File: src/rtl/rgb_fade_pkg.sv
// rgb_fade_pkg: FSM state type and colour-wheel keyframe table for rgb_fade_sequencer.
package rgb_fade_pkg;

    typedef enum logic [1:0] {IDLE, FADE, HOLD} state_t;

    localparam int NUM_PHASES = 6;

    // {r,g,b} full-on mask per keyframe, wheel order R,Y,G,C,B,M
    function automatic logic [2:0] key_mask(input logic [2:0] phase);
        return phase == 3'd0 ? 3'b100 :
               phase == 3'd1 ? 3'b110 :
               phase == 3'd2 ? 3'b010 :
               phase == 3'd3 ? 3'b011 :
               phase == 3'd4 ? 3'b001 :
               phase == 3'd5 ? 3'b101 : 3'b000;
    endfunction

endpackage

File: src/rtl/rgb_fade_sequencer_if.sv
// rgb_fade_sequencer_if: control inputs and PWM duty outputs of the fade sequencer.
interface rgb_fade_sequencer_if #(parameter int WIDTH = 8);

    logic             ena;
    logic             auto_en;
    logic             pwm_sync;
    logic [WIDTH-1:0] man_r, man_g, man_b;
    logic [WIDTH-1:0] duty_r, duty_g, duty_b;
    logic [2:0]       phase;
    logic             busy;

    modport master (
        output ena, auto_en, pwm_sync, man_r, man_g, man_b,
        input  duty_r, duty_g, duty_b, phase, busy
    );

    modport slave (
        input  ena, auto_en, pwm_sync, man_r, man_g, man_b,
        output duty_r, duty_g, duty_b, phase, busy
    );

endinterface

File: src/rtl/rgb_fade_sequencer_channel.sv
// fade_channel: one colour level register that loads a manual value or steps toward a target.
module fade_channel #(
    parameter int WIDTH = 8,
    parameter int STEP  = 1
) (
    input  logic             clk,
    input  logic             rst_n,
    input  logic             load,
    input  logic [WIDTH-1:0] man,
    input  logic             step_en,
    input  logic [WIDTH-1:0] target,
    output logic [WIDTH-1:0] lvl,
    output logic             at_target
);

    localparam logic [WIDTH:0] STEP_W = (WIDTH+1)'(STEP);

    logic [WIDTH:0]   up, dn;
    logic [WIDTH-1:0] nxt;

    // Extra bit catches both carry past MAX and borrow below zero, so the step clamps at target
    always_comb begin
        up  = {1'b0, lvl} + STEP_W;
        dn  = {1'b0, lvl} - STEP_W;
        nxt = lvl < target ? (up >= {1'b0, target} ? target : up[WIDTH-1:0])
                           : (dn[WIDTH] || dn[WIDTH-1:0] <= target ? target : dn[WIDTH-1:0]);
    end

    // Reports the post-step value so the FSM can leave FADE on the very tick that lands
    assign at_target = nxt == target;

    always_ff @(posedge clk or negedge rst_n) begin
        if (!rst_n)
            lvl <= '0;
        else if (load)
            lvl <= man;
        else if (step_en)
            lvl <= nxt;
    end

endmodule

File: src/rtl/rgb_fade_sequencer.sv
// rgb_fade_sequencer: manual/auto colour-wheel controller feeding three PWM duty registers.
// Optional square-law gamma on the duty path when RGB_FADE_GAMMA_EN is defined.
module rgb_fade_sequencer
    import rgb_fade_pkg::*;
#(
    parameter int WIDTH      = 8,
    parameter int TICK_DIV   = 1024,
    parameter int HOLD_TICKS = 64,
    parameter int STEP       = 1
) (
    input logic                 clk,
    input logic                 rst_n,
    rgb_fade_sequencer_if.slave bus
);

    localparam int TW = $clog2(TICK_DIV);
    localparam int HW = $clog2(HOLD_TICKS + 1);

    state_t           state;
    logic [TW-1:0]    tick_cnt;
    logic [HW-1:0]    hold_cnt;
    logic [2:0]       phase;
    logic             busy;
    logic             tick, load, step_en;
    logic [2:0]       mask, at;
    logic [WIDTH-1:0] lvl  [3];
    logic [WIDTH-1:0] duty [3];

    function automatic logic [WIDTH-1:0] gamma(input logic [WIDTH-1:0] x);
`ifdef RGB_FADE_GAMMA_EN
        logic [2*WIDTH-1:0] p;
        p = {{WIDTH{1'b0}}, x} * ({{WIDTH{1'b0}}, x} + 1'b1);
        return p[2*WIDTH-1:WIDTH];
`else
        return x;
`endif
    endfunction

    assign tick    = bus.ena && state != IDLE && tick_cnt == TW'(TICK_DIV - 1);
    assign load    = bus.ena && state == IDLE;
    assign step_en = tick && bus.auto_en && state == FADE;
    assign mask    = key_mask(phase);

    for (genvar c = 0; c < 3; c++) begin : g_ch
        fade_channel #(.WIDTH(WIDTH), .STEP(STEP)) u_ch (
            .clk       (clk),
            .rst_n     (rst_n),
            .load      (load),
            .man       (c == 0 ? bus.man_r : c == 1 ? bus.man_g : bus.man_b),
            .step_en   (step_en),
            .target    ({WIDTH{mask[2-c]}}),
            .lvl       (lvl[c]),
            .at_target (at[c])
        );
    end

    always_ff @(posedge clk or negedge rst_n) begin
        if (!rst_n) begin
            state    <= IDLE;
            phase    <= '0;
            tick_cnt <= '0;
            hold_cnt <= '0;
            busy     <= 1'b0;
        end else if (bus.ena) begin
            if (!bus.auto_en) begin
                state    <= IDLE;
                phase    <= '0;
                tick_cnt <= '0;
                hold_cnt <= '0;
                busy     <= 1'b0;
            end else if (state == IDLE) begin
                state    <= FADE;
                phase    <= '0;
                tick_cnt <= '0;
                busy     <= 1'b1;
            end else begin
                tick_cnt <= tick ? '0 : tick_cnt + 1'b1;
                if (tick && state == FADE && &at) begin
                    state    <= HOLD;
                    hold_cnt <= '0;
                    busy     <= 1'b0;
                end
                if (tick && state == HOLD) begin
                    if (hold_cnt == HW'(HOLD_TICKS - 1)) begin
                        state <= FADE;
                        busy  <= 1'b1;
                        phase <= phase == 3'(NUM_PHASES - 1) ? '0 : phase + 1'b1;
                    end else begin
                        hold_cnt <= hold_cnt + 1'b1;
                    end
                end
            end
        end
    end

    // Captures pre-edge levels, so a tick on a sync cycle shows up one PWM period later
    always_ff @(posedge clk or negedge rst_n) begin
        if (!rst_n)
            duty <= '{default: '0};
        else if (bus.pwm_sync)
            duty <= '{gamma(lvl[0]), gamma(lvl[1]), gamma(lvl[2])};
    end

    assign bus.duty_r = duty[0];
    assign bus.duty_g = duty[1];
    assign bus.duty_b = duty[2];
    assign bus.phase  = phase;
    assign bus.busy   = busy;

endmodule

File: src/flat_wrapper.sv
// flat-port wrapper written by rule: the top's interface ports become plain ports
module rgb_fade_sequencer_flat import rgb_fade_pkg::*;
#(
    parameter int WIDTH      = 8,
    parameter int TICK_DIV   = 1024,
    parameter int HOLD_TICKS = 64,
    parameter int STEP       = 1
)
  (clk, rst_n, bus_ena, bus_auto_en, bus_pwm_sync, bus_man_r, bus_man_g, bus_man_b, bus_duty_r, bus_duty_g, bus_duty_b, bus_phase, bus_busy);
  rgb_fade_sequencer_if #(.WIDTH(WIDTH)) bus_i ();
  input logic clk;
  input logic rst_n;
  input wire logic [$bits(bus_i.ena)-1:0] bus_ena;
  input wire logic [$bits(bus_i.auto_en)-1:0] bus_auto_en;
  input wire logic [$bits(bus_i.pwm_sync)-1:0] bus_pwm_sync;
  input wire logic [$bits(bus_i.man_r)-1:0] bus_man_r;
  input wire logic [$bits(bus_i.man_g)-1:0] bus_man_g;
  input wire logic [$bits(bus_i.man_b)-1:0] bus_man_b;
  output wire logic [$bits(bus_i.duty_r)-1:0] bus_duty_r;
  output wire logic [$bits(bus_i.duty_g)-1:0] bus_duty_g;
  output wire logic [$bits(bus_i.duty_b)-1:0] bus_duty_b;
  output wire logic [$bits(bus_i.phase)-1:0] bus_phase;
  output wire logic [$bits(bus_i.busy)-1:0] bus_busy;
  assign bus_i.ena = bus_ena;
  assign bus_i.auto_en = bus_auto_en;
  assign bus_i.pwm_sync = bus_pwm_sync;
  assign bus_i.man_r = bus_man_r;
  assign bus_i.man_g = bus_man_g;
  assign bus_i.man_b = bus_man_b;
  assign bus_duty_r = bus_i.duty_r;
  assign bus_duty_g = bus_i.duty_g;
  assign bus_duty_b = bus_i.duty_b;
  assign bus_phase = bus_i.phase;
  assign bus_busy = bus_i.busy;
  rgb_fade_sequencer #(.WIDTH(WIDTH), .TICK_DIV(TICK_DIV), .HOLD_TICKS(HOLD_TICKS), .STEP(STEP)) u_core (.clk(clk), .rst_n(rst_n), .bus(bus_i));
endmodule
File: config.mk
export PLATFORM = sky130hd
export DESIGN_NAME = rgb_fade_sequencer_flat
export DESIGN_NICKNAME = d
export VERILOG_FILES = /design/src/rtl/rgb_fade_pkg.sv /design/src/rtl/rgb_fade_sequencer_if.sv /design/src/rtl/rgb_fade_sequencer_channel.sv /design/src/rtl/rgb_fade_sequencer.sv /design/src/flat_wrapper.sv
export SDC_FILE = /design/constraint.sdc
export NUM_CORES = 1
export LEC_CHECK = 0
export CAP_MARGIN = 20
export CORE_MARGIN = 2
export CORE_UTILIZATION = 30
export CTS_CLUSTER_DIAMETER = 200
export DETAILED_ROUTE_END_ITERATION = 10
export PLACE_DENSITY = 0.55
export SLEW_MARGIN = 40
export SYNTH_ARGS = -nofsm -noshare
export SYNTH_HDL_FRONTEND = slang
export SYNTH_SLANG_ARGS = --single-unit
File: constraint.sdc
create_clock -name clk -period 11.4 [get_ports clk]
set_clock_uncertainty 0.15 [all_clocks]
set_input_delay 2.85 -clock clk [delete_from_list [all_inputs] [get_ports clk]]
set_output_delay 2.85 -clock clk [all_outputs]
set_load 0.02 [all_outputs]
== After elaboration in Yosys (flattened, before gate mapping) ==
Cells that the tools add are included.

* $add $sub $neg: 9
* Magnitude comparators: 9
* Equality and inequality tests: 15
* Multiplexer cells: 44
* Reduce and logical (&&, ||, !) cells: 18

{| class="wikitable"
|+ Operators by type and width
! cell !! count
|-
| $mux W8 || 15
|-
| $mux W7 || 5
|-
| $mux W3 || 11
|-
| $mux W10 || 3
|-
| $add A8 B1 Y9 const B || 3
|-
| $ge A9 B8 Y1 || 3
|-
| $sub A8 B1 Y9 const B || 3
|-
| $eq A8 B8 Y1 || 3
|-
| $le A8 B8 Y1 || 3
|-
| $lt A8 B8 Y1 || 3
|-
| $add A10 B1 Y10 const B || 1
|-
| $eq A10 B10 Y1 const B || 1
|-
| $mux W2 || 5
|-
| $logic_and A1 B1 Y1 || 8
|-
| $add A7 B1 Y7 const B || 1
|-
| $eq A7 B6 Y1 const B || 1
|-
| $eq A3 B2 Y1 const B || 2
|-
| $eq A3 B3 Y1 const B || 2
|-
| $ne A3 B1 Y1 const B || 2
|-
| $reduce_and A3 Y1 || 2
|-
| $mux W1 || 5
|-
| $reduce_bool A2 Y1 || 2
|-
| $add A3 B1 Y3 const B || 1
|-
| $eq A3 B1 Y1 const B || 1
|-
| 7 further kinds || 9
|}

* Bits in registers: 71
* Input bits: 29
* Output and inout bits: 28
* Logic and storage cells: 106

== Logic depth before layout (Yosys ltp) ==
* Depth in word-level cells: 19
* Mapped depth: 18
* Gate-level depth less buffers: 17

== Hierarchy ==
Synthesis repeated with hierarchy kept, for this count alone.

* Cell total of the unflattened synthesis: 758
* Area, all modules: 6769.0 µm²

{| class="wikitable"
|+ Modules (own cells, without submodules)
! module !! times used !! cells each !! area an instance (µm²) !! sequential area each (µm²)
|-
| fade_channel at u_core.g_ch[0].u_ch ... || 2 || 178 || 1453.9 || 200.2
|-
| rgb_fade_sequencer || 1 || 216 || 2274.7 || 1176.1
|-
| fade_channel at u_core.g_ch[1].u_ch || 1 || 186 || 1586.5 || 200.2
|}

== Worst setup path before layout ==
No wires, ideal clock.

* Path type: register to register
* Start: reg u_core.phase[0], in the netlist u_core.bus.phase[0]
* End: reg u_core.hold_cnt[0]
* Data arrival time: 5039 ps
* Setup slack: 6064 ps
* Cell stages (with the launch flop): 19
* Path buffers: 2
* Period minus slack after synthesis: 5336 ps
* Cell sequence: dfrtp_1 -> clkbuf_1 -> and2_1 -> ha_1 -> nand2b_1 -> a21oi_1 -> inv_1 -> ha_1 -> a211oi_1 -> nand2_1 -> a41oi_1 -> o211a_1 -> clkbuf_1 -> nand2b_1 -> or4_1 -> a2111oi_2 -> a31oi_1 -> a222oi_1 -> o21ai_1

* Cells in the longest elaborated chain, start to end: 19
* Elaborated cells on any way between the ends: 43

{| class="wikitable"
|+ Ends and longest elaborated chain
! element !! RTL line !! text
|-
| start, declared || rgb_fade_sequencer.sv:22 || <nowiki>logic [2:0] phase;</nowiki>
|-
| start signal, assigned || rgb_fade_sequencer.sv:87 || <nowiki>phase <= phase == 3'(NUM_PHASES - 1) ? '0 : phase + 1'b1;</nowiki>
|-
| $eq A3 B3 Y1 || rgb_fade_pkg.sv:15 || <nowiki>phase == 3'd5 ? 3'b101 : 3'b000;</nowiki>
|-
| $mux W3 || rgb_fade_pkg.sv:15 ||
|-
| $mux W3 || rgb_fade_pkg.sv:14 || <nowiki>phase == 3'd4 ? 3'b001 :</nowiki>
|-
| $mux W3 || rgb_fade_pkg.sv:13 || <nowiki>phase == 3'd3 ? 3'b011 :</nowiki>
|-
| $mux W3 || rgb_fade_pkg.sv:12 || <nowiki>phase == 3'd2 ? 3'b010 :</nowiki>
|-
| $mux W3 || rgb_fade_pkg.sv:11 || <nowiki>phase == 3'd1 ? 3'b110 :</nowiki>
|-
| $mux W3 (*) || rgb_fade_pkg.sv:10 || <nowiki>return phase == 3'd0 ? 3'b100 :</nowiki>
|-
| $le A8 B8 Y1 || rgb_fade_sequencer_channel.sv:26 || <nowiki>: (dn[WIDTH] || dn[WIDTH-1:0] <= target ? target : dn[WIDTH-1:0]);</nowiki>
|-
| [3 not listed] || - ||
|-
| $eq A8 B8 Y1 || rgb_fade_sequencer_channel.sv:30 || <nowiki>assign at_target = nxt == target;</nowiki>
|-
| $reduce_and A3 Y1 (*) || rgb_fade_sequencer.sv:78 || <nowiki>if (tick && state == FADE && &at) begin</nowiki>
|-
| $logic_and A1 B1 Y1 (*) || rgb_fade_sequencer.sv:78 ||
|-
| $mux W7 (*) || rgb_fade_sequencer.sv:78 ||
|-
| $mux W7 || rgb_fade_sequencer.sv:84 || <nowiki>if (hold_cnt == HW'(HOLD_TICKS - 1)) begin</nowiki>
|-
| $mux W7 (*) || rgb_fade_sequencer.sv:83 || <nowiki>if (tick && state == HOLD) begin</nowiki>
|-
| $mux W7 (*) || rgb_fade_sequencer.sv:71 || <nowiki>end else if (state == IDLE) begin</nowiki>
|-
| $mux W7 (*) || rgb_fade_sequencer.sv:65 || <nowiki>if (!bus.auto_en) begin</nowiki>
|-
| end signal, assigned || rgb_fade_sequencer.sv:89 || <nowiki>hold_cnt <= hold_cnt + 1'b1;</nowiki>
|-
| end, declared || rgb_fade_sequencer.sv:21 || <nowiki>logic [HW-1:0] hold_cnt;</nowiki>
|}

Mark *: on every way between the ends. The rest lies on a longest branch, timed or not. The select of a mux whose other input is x is not followed.
A chain may end at the register's enable or synchronous reset.

== Final worst setup path ==
* Start: in bus_ena
* End: reg u_core.hold_cnt[5]

* Cells in the longest elaborated chain, start to end: 9
* Elaborated cells on any way between the ends: 11

{| class="wikitable"
|+ Ends and longest elaborated chain
! element !! RTL line !! text
|-
| start, declared || flat_wrapper.sv:13 || <nowiki>input wire logic [$bits(bus_i.ena)-1:0] bus_ena;</nowiki>
|-
| $logic_and A1 B1 Y1 (2 in a row) || rgb_fade_sequencer.sv:39 || <nowiki>assign tick = bus.ena && state != IDLE && tick_cnt == TW'(TICK_DIV - 1);</nowiki>
|-
| $logic_and A1 B1 Y1 (2 in a row) || rgb_fade_sequencer.sv:78 ||
|-
| $mux W7 || rgb_fade_sequencer.sv:78 ||
|-
| $mux W7 || rgb_fade_sequencer.sv:84 ||
|-
| $mux W7 || rgb_fade_sequencer.sv:83 ||
|-
| $mux W7 || rgb_fade_sequencer.sv:71 ||
|-
| $mux W7 || rgb_fade_sequencer.sv:65 ||
|}

Parallel ways exist; a longest one is shown, timed or not. The select of a mux whose other input is x is not followed.

==> results.tsv <==
metric	value	unit
Distinct cells, synth	79	
Post-synth top flop	dfrtp_1	
Slew @ Worst Pin	0.7885	ns
drt wl/cell	16.59	microns
post_cts resized	0	
internal power	722.4	uW
CTS buffer count	9	
relative slew slack	46.07	%
Inst Count DP	1034	
total of max-cap violations	0	
Async S/R FF share, synth	100.0	%
Net Sw Frac	39.24	%
post-synthesis average cell area	8.565	sq um
yosys warns	0	
vias in the first global route	5354	
total power draw	1.189	mW
Comb pwr share	42.0	%
critical path capture point type	register	
P_leak	3.106	nW
Skew-Pair Late Insertion Delay	0.34	ns
GRT Overall Usage	15.85	%
number of diodes	0	
htree depth	3	
Worst R2R Start	u_core.bus.phase[0]$_DFFE_PN0P_	
Die Width	149.0	microns
final setup fails	0	
maximum fanout along the worst path	14	
Rows	53	
Die ar.	0.02219	sq mm
Max Root-Sink Buffers	2	
Via Count	5739	
Final #Nets	867	
WL final	17440	microns
share of post-route cells with drive strength above 1	8.892	%
Filler cells	2161	
hold_ws	0.3347	ns
first-pass GRT wire length	28360	microns
Initial Utilization	30.27	%
buffers added on ports	56	
non-filler cells, final	1051	
worst setup path start	bus_ena	
DR vias/cell	5.461	
period utilization	49.31	%
Critical Path RT	11.47	ns
RePlAce Congestion	0.8429	
core area	0.02082	sq mm
sequential power share	29.9	%
Syn Inst Count	736	
Final Max Tran Viols	0	
area grow syn2layout	18.18	%
Root Buffer	clkbuf_16	
CP Class	input port to register	
worst vdd ir	73.34	uV
grt ovf	0	
Fin. Hold Viols	0	
Post-DP HPWL	12790	microns
crit path DAT	5.69	ns
Syn Std Cell Area	0.006304	sq mm
clk slew on worst S/H paths	0.06	ns
Chip Height	149.0	microns
clock sinks	71	
Worst Setup Start Kind	input port	
unrepaired setup endpoints after global routing	false	
# IOs	57	
largest net degree at the start of global routing	72	
Clock Power Share	28.0	%
Synth Register Bits	71	
Post-DRT Antenna Nets	0	
Max Freq	177.9	MHz
CTS Hold Bufs	0	
CTS tree	done	
# DRC	0	
Setup TNS	0	ns
Final min period	5.622	ns
NetSw	466.5	uW
outcome	complete, no violations	
initial antenna violation count	0	
HP Start	u_core.tick_cnt[9]$_DFFE_PN0P_	
Initial DRC Count	438	
setup repair bufs after CTS	0	
Hold Path Class	register to register	
sequential share of the synthesized area	28.19	%
Initial DRT Pass Iterations	5	
Cell Pwr Density	159.6	mW/mm^2
EDFF count, synth	0	
post-synth net total	832	
[power groups by stage]
stage,clock [mW],combinational (mW),sequential (mW)
after floorplan,0,0.357,0.341
after global placement,0,0.495,0.360
after detailed placement,0,0.495,0.360
after CTS,0.342,0.497,0.356
after global routing,0.351,0.558,0.363
final,0.333,0.500,0.356
[cell families after synthesis]
kind of cell             synth area share (%)
adder cells (fa/ha/maj)                 13.30
AND/OR/NAND/NOR                         18.74
buffers and inverters                   4.803
multiplexers                            4.784
flip-flops                              28.19
XOR/XNOR                                5.081
AO/OA/AOI/OAI                           25.11
[layout make-up]
| type | instances | area, sq um | area share [%] |
|---|---|---|---|
| multi-input combinational | 590 | 4245 | 56.99 |
| sequential | 71 | 1777 | 23.85 |
| timing repair buffer | 60 | 584.3 | 7.843 |
| tap | 275 | 344.1 | 4.619 |
| clock buffer | 9 | 225.2 | 3.023 |
| inverter | 39 | 146.4 | 1.965 |
| clock inverter | 7 | 127.6 | 1.713 |
[state kept, by name, summed over array words and instances (netlist names)]
register	count
u_core.bus.phase	3
u_core.hold_cnt	7
u_core.g_ch.u_ch.lvl	24
u_core.bus.duty_b	8
u_core.bus.duty_r	8
u_core.bus.duty_g	8
u_core.state	2
u_core.bus.busy	1
u_core.tick_cnt	10
[cells in the final DEF, fill, tap and decap left out, drive strengths merged, types with 4 or more instances in the layout]
cell type      netlist  final
nor4                 7      7
o211ai               7      7
or4                  7      7
nor3b                5      5
or3                 11     11
a2111oi              5      5
and3                12     12
a21oi               48     48
clkbuf              28     10
and2                 6      6
nand2b               7      7
o21a                 6      6
mux2                25     25
xor2                20     20
a32oi                4      4
inv                 38     41
dfrtp               71     71
nand4               12     12
nor3                23     23
o22ai                5      5
o221ai               4      4
nor2                44     44
a22o                 6      6
buf                  8      5
clkdlybuf4s50        0     54
nor2b                4      4
nand3               33     33
a31oi                4      4
o31ai                5      5
xnor2               14     14
a22oi               28     28
o21ai               55     55
a211oi               6      6
ha                  67     67
nand2               53     53
a41oi                4      4
[critical path, cell delays in order]
cell,delay (ns)
clkdlybuf4s50_1,0.75
nand3_1,0.36
nor3b_1,0.58
nand2b_1,0.30
o31a_1,0.17
a222oi_1,0.35
clkbuf_2,0.24
a21oi_1,0.08
[per-stage QoR]
stage	utilization, %	area (sq um)	setup WS, ns
2_1_floorplan	-	6304	6.064
3_3_place_gp	34.02	7083	5.307
3_5_place_dp	34.05	7089	5.152
4_1_cts	35.74	7442	5.522
5_1_grt	35.78	7450	5.441
6_report	35.78	7450	5.778
[per-layer routing]
layer  part of all wire, %  vias up  GRT usage (%)
met5                     0        -              0
met4                   1.7        0          4.381
met3                   4.3       21          2.477
met2                    46      147          24.91
met1                    49     2707          22.59
li1                      -     2864              -
[worst paths after layout]
| kind | end | slack, ns | cells past startpoint |
|---|---|---|---|
| hold reg to reg | u_core.tick_cnt[9]$_DFFE_PN0P_ | 0.33 | 1 |
| max in group asynchronous | u_core.bus.duty_b[7]$_DFFE_PN0P_ | 8.26 | 1 |
| hold / removal | u_core.tick_cnt[9]$_DFFE_PN0P_ | 0.33 | 1 |
| min in group asynchronous | u_core.tick_cnt[7]$_DFFE_PN0P_ | 2.36 | 1 |
| setup / recovery | u_core.hold_cnt[5]$_DFFE_PN0P_ | 5.78 | 8 |
| setup reg to reg | u_core.bus.busy$_DFFE_PN0P_ | 6.04 | 16 |
[Yosys cell counts, types with 9 or more instances]
cell type / instances / area (sq um)
a21oi_1: 47 / 235.2
a22oi_1: 28 / 210.2
and3_1: 12 / 75.07
clkbuf_1: 28 / 105.1
dfrtp_1: 71 / 1777
ha_1: 67 / 838.3
inv_1: 36 / 135.1
mux2_2: 25 / 281.5
nand2_1: 53 / 198.9
nand3_1: 32 / 160.2
nand4_1: 12 / 75.07
nor2_1: 44 / 165.2
nor3_1: 23 / 115.1
o21ai_0: 45 / 225.2
o21ai_1: 9 / 45.04
or3_1: 11 / 68.82
xnor2_1: 14 / 122.6
xor2_1: 20 / 175.2
Note: power is estimated with default switching activity, not from simulation.
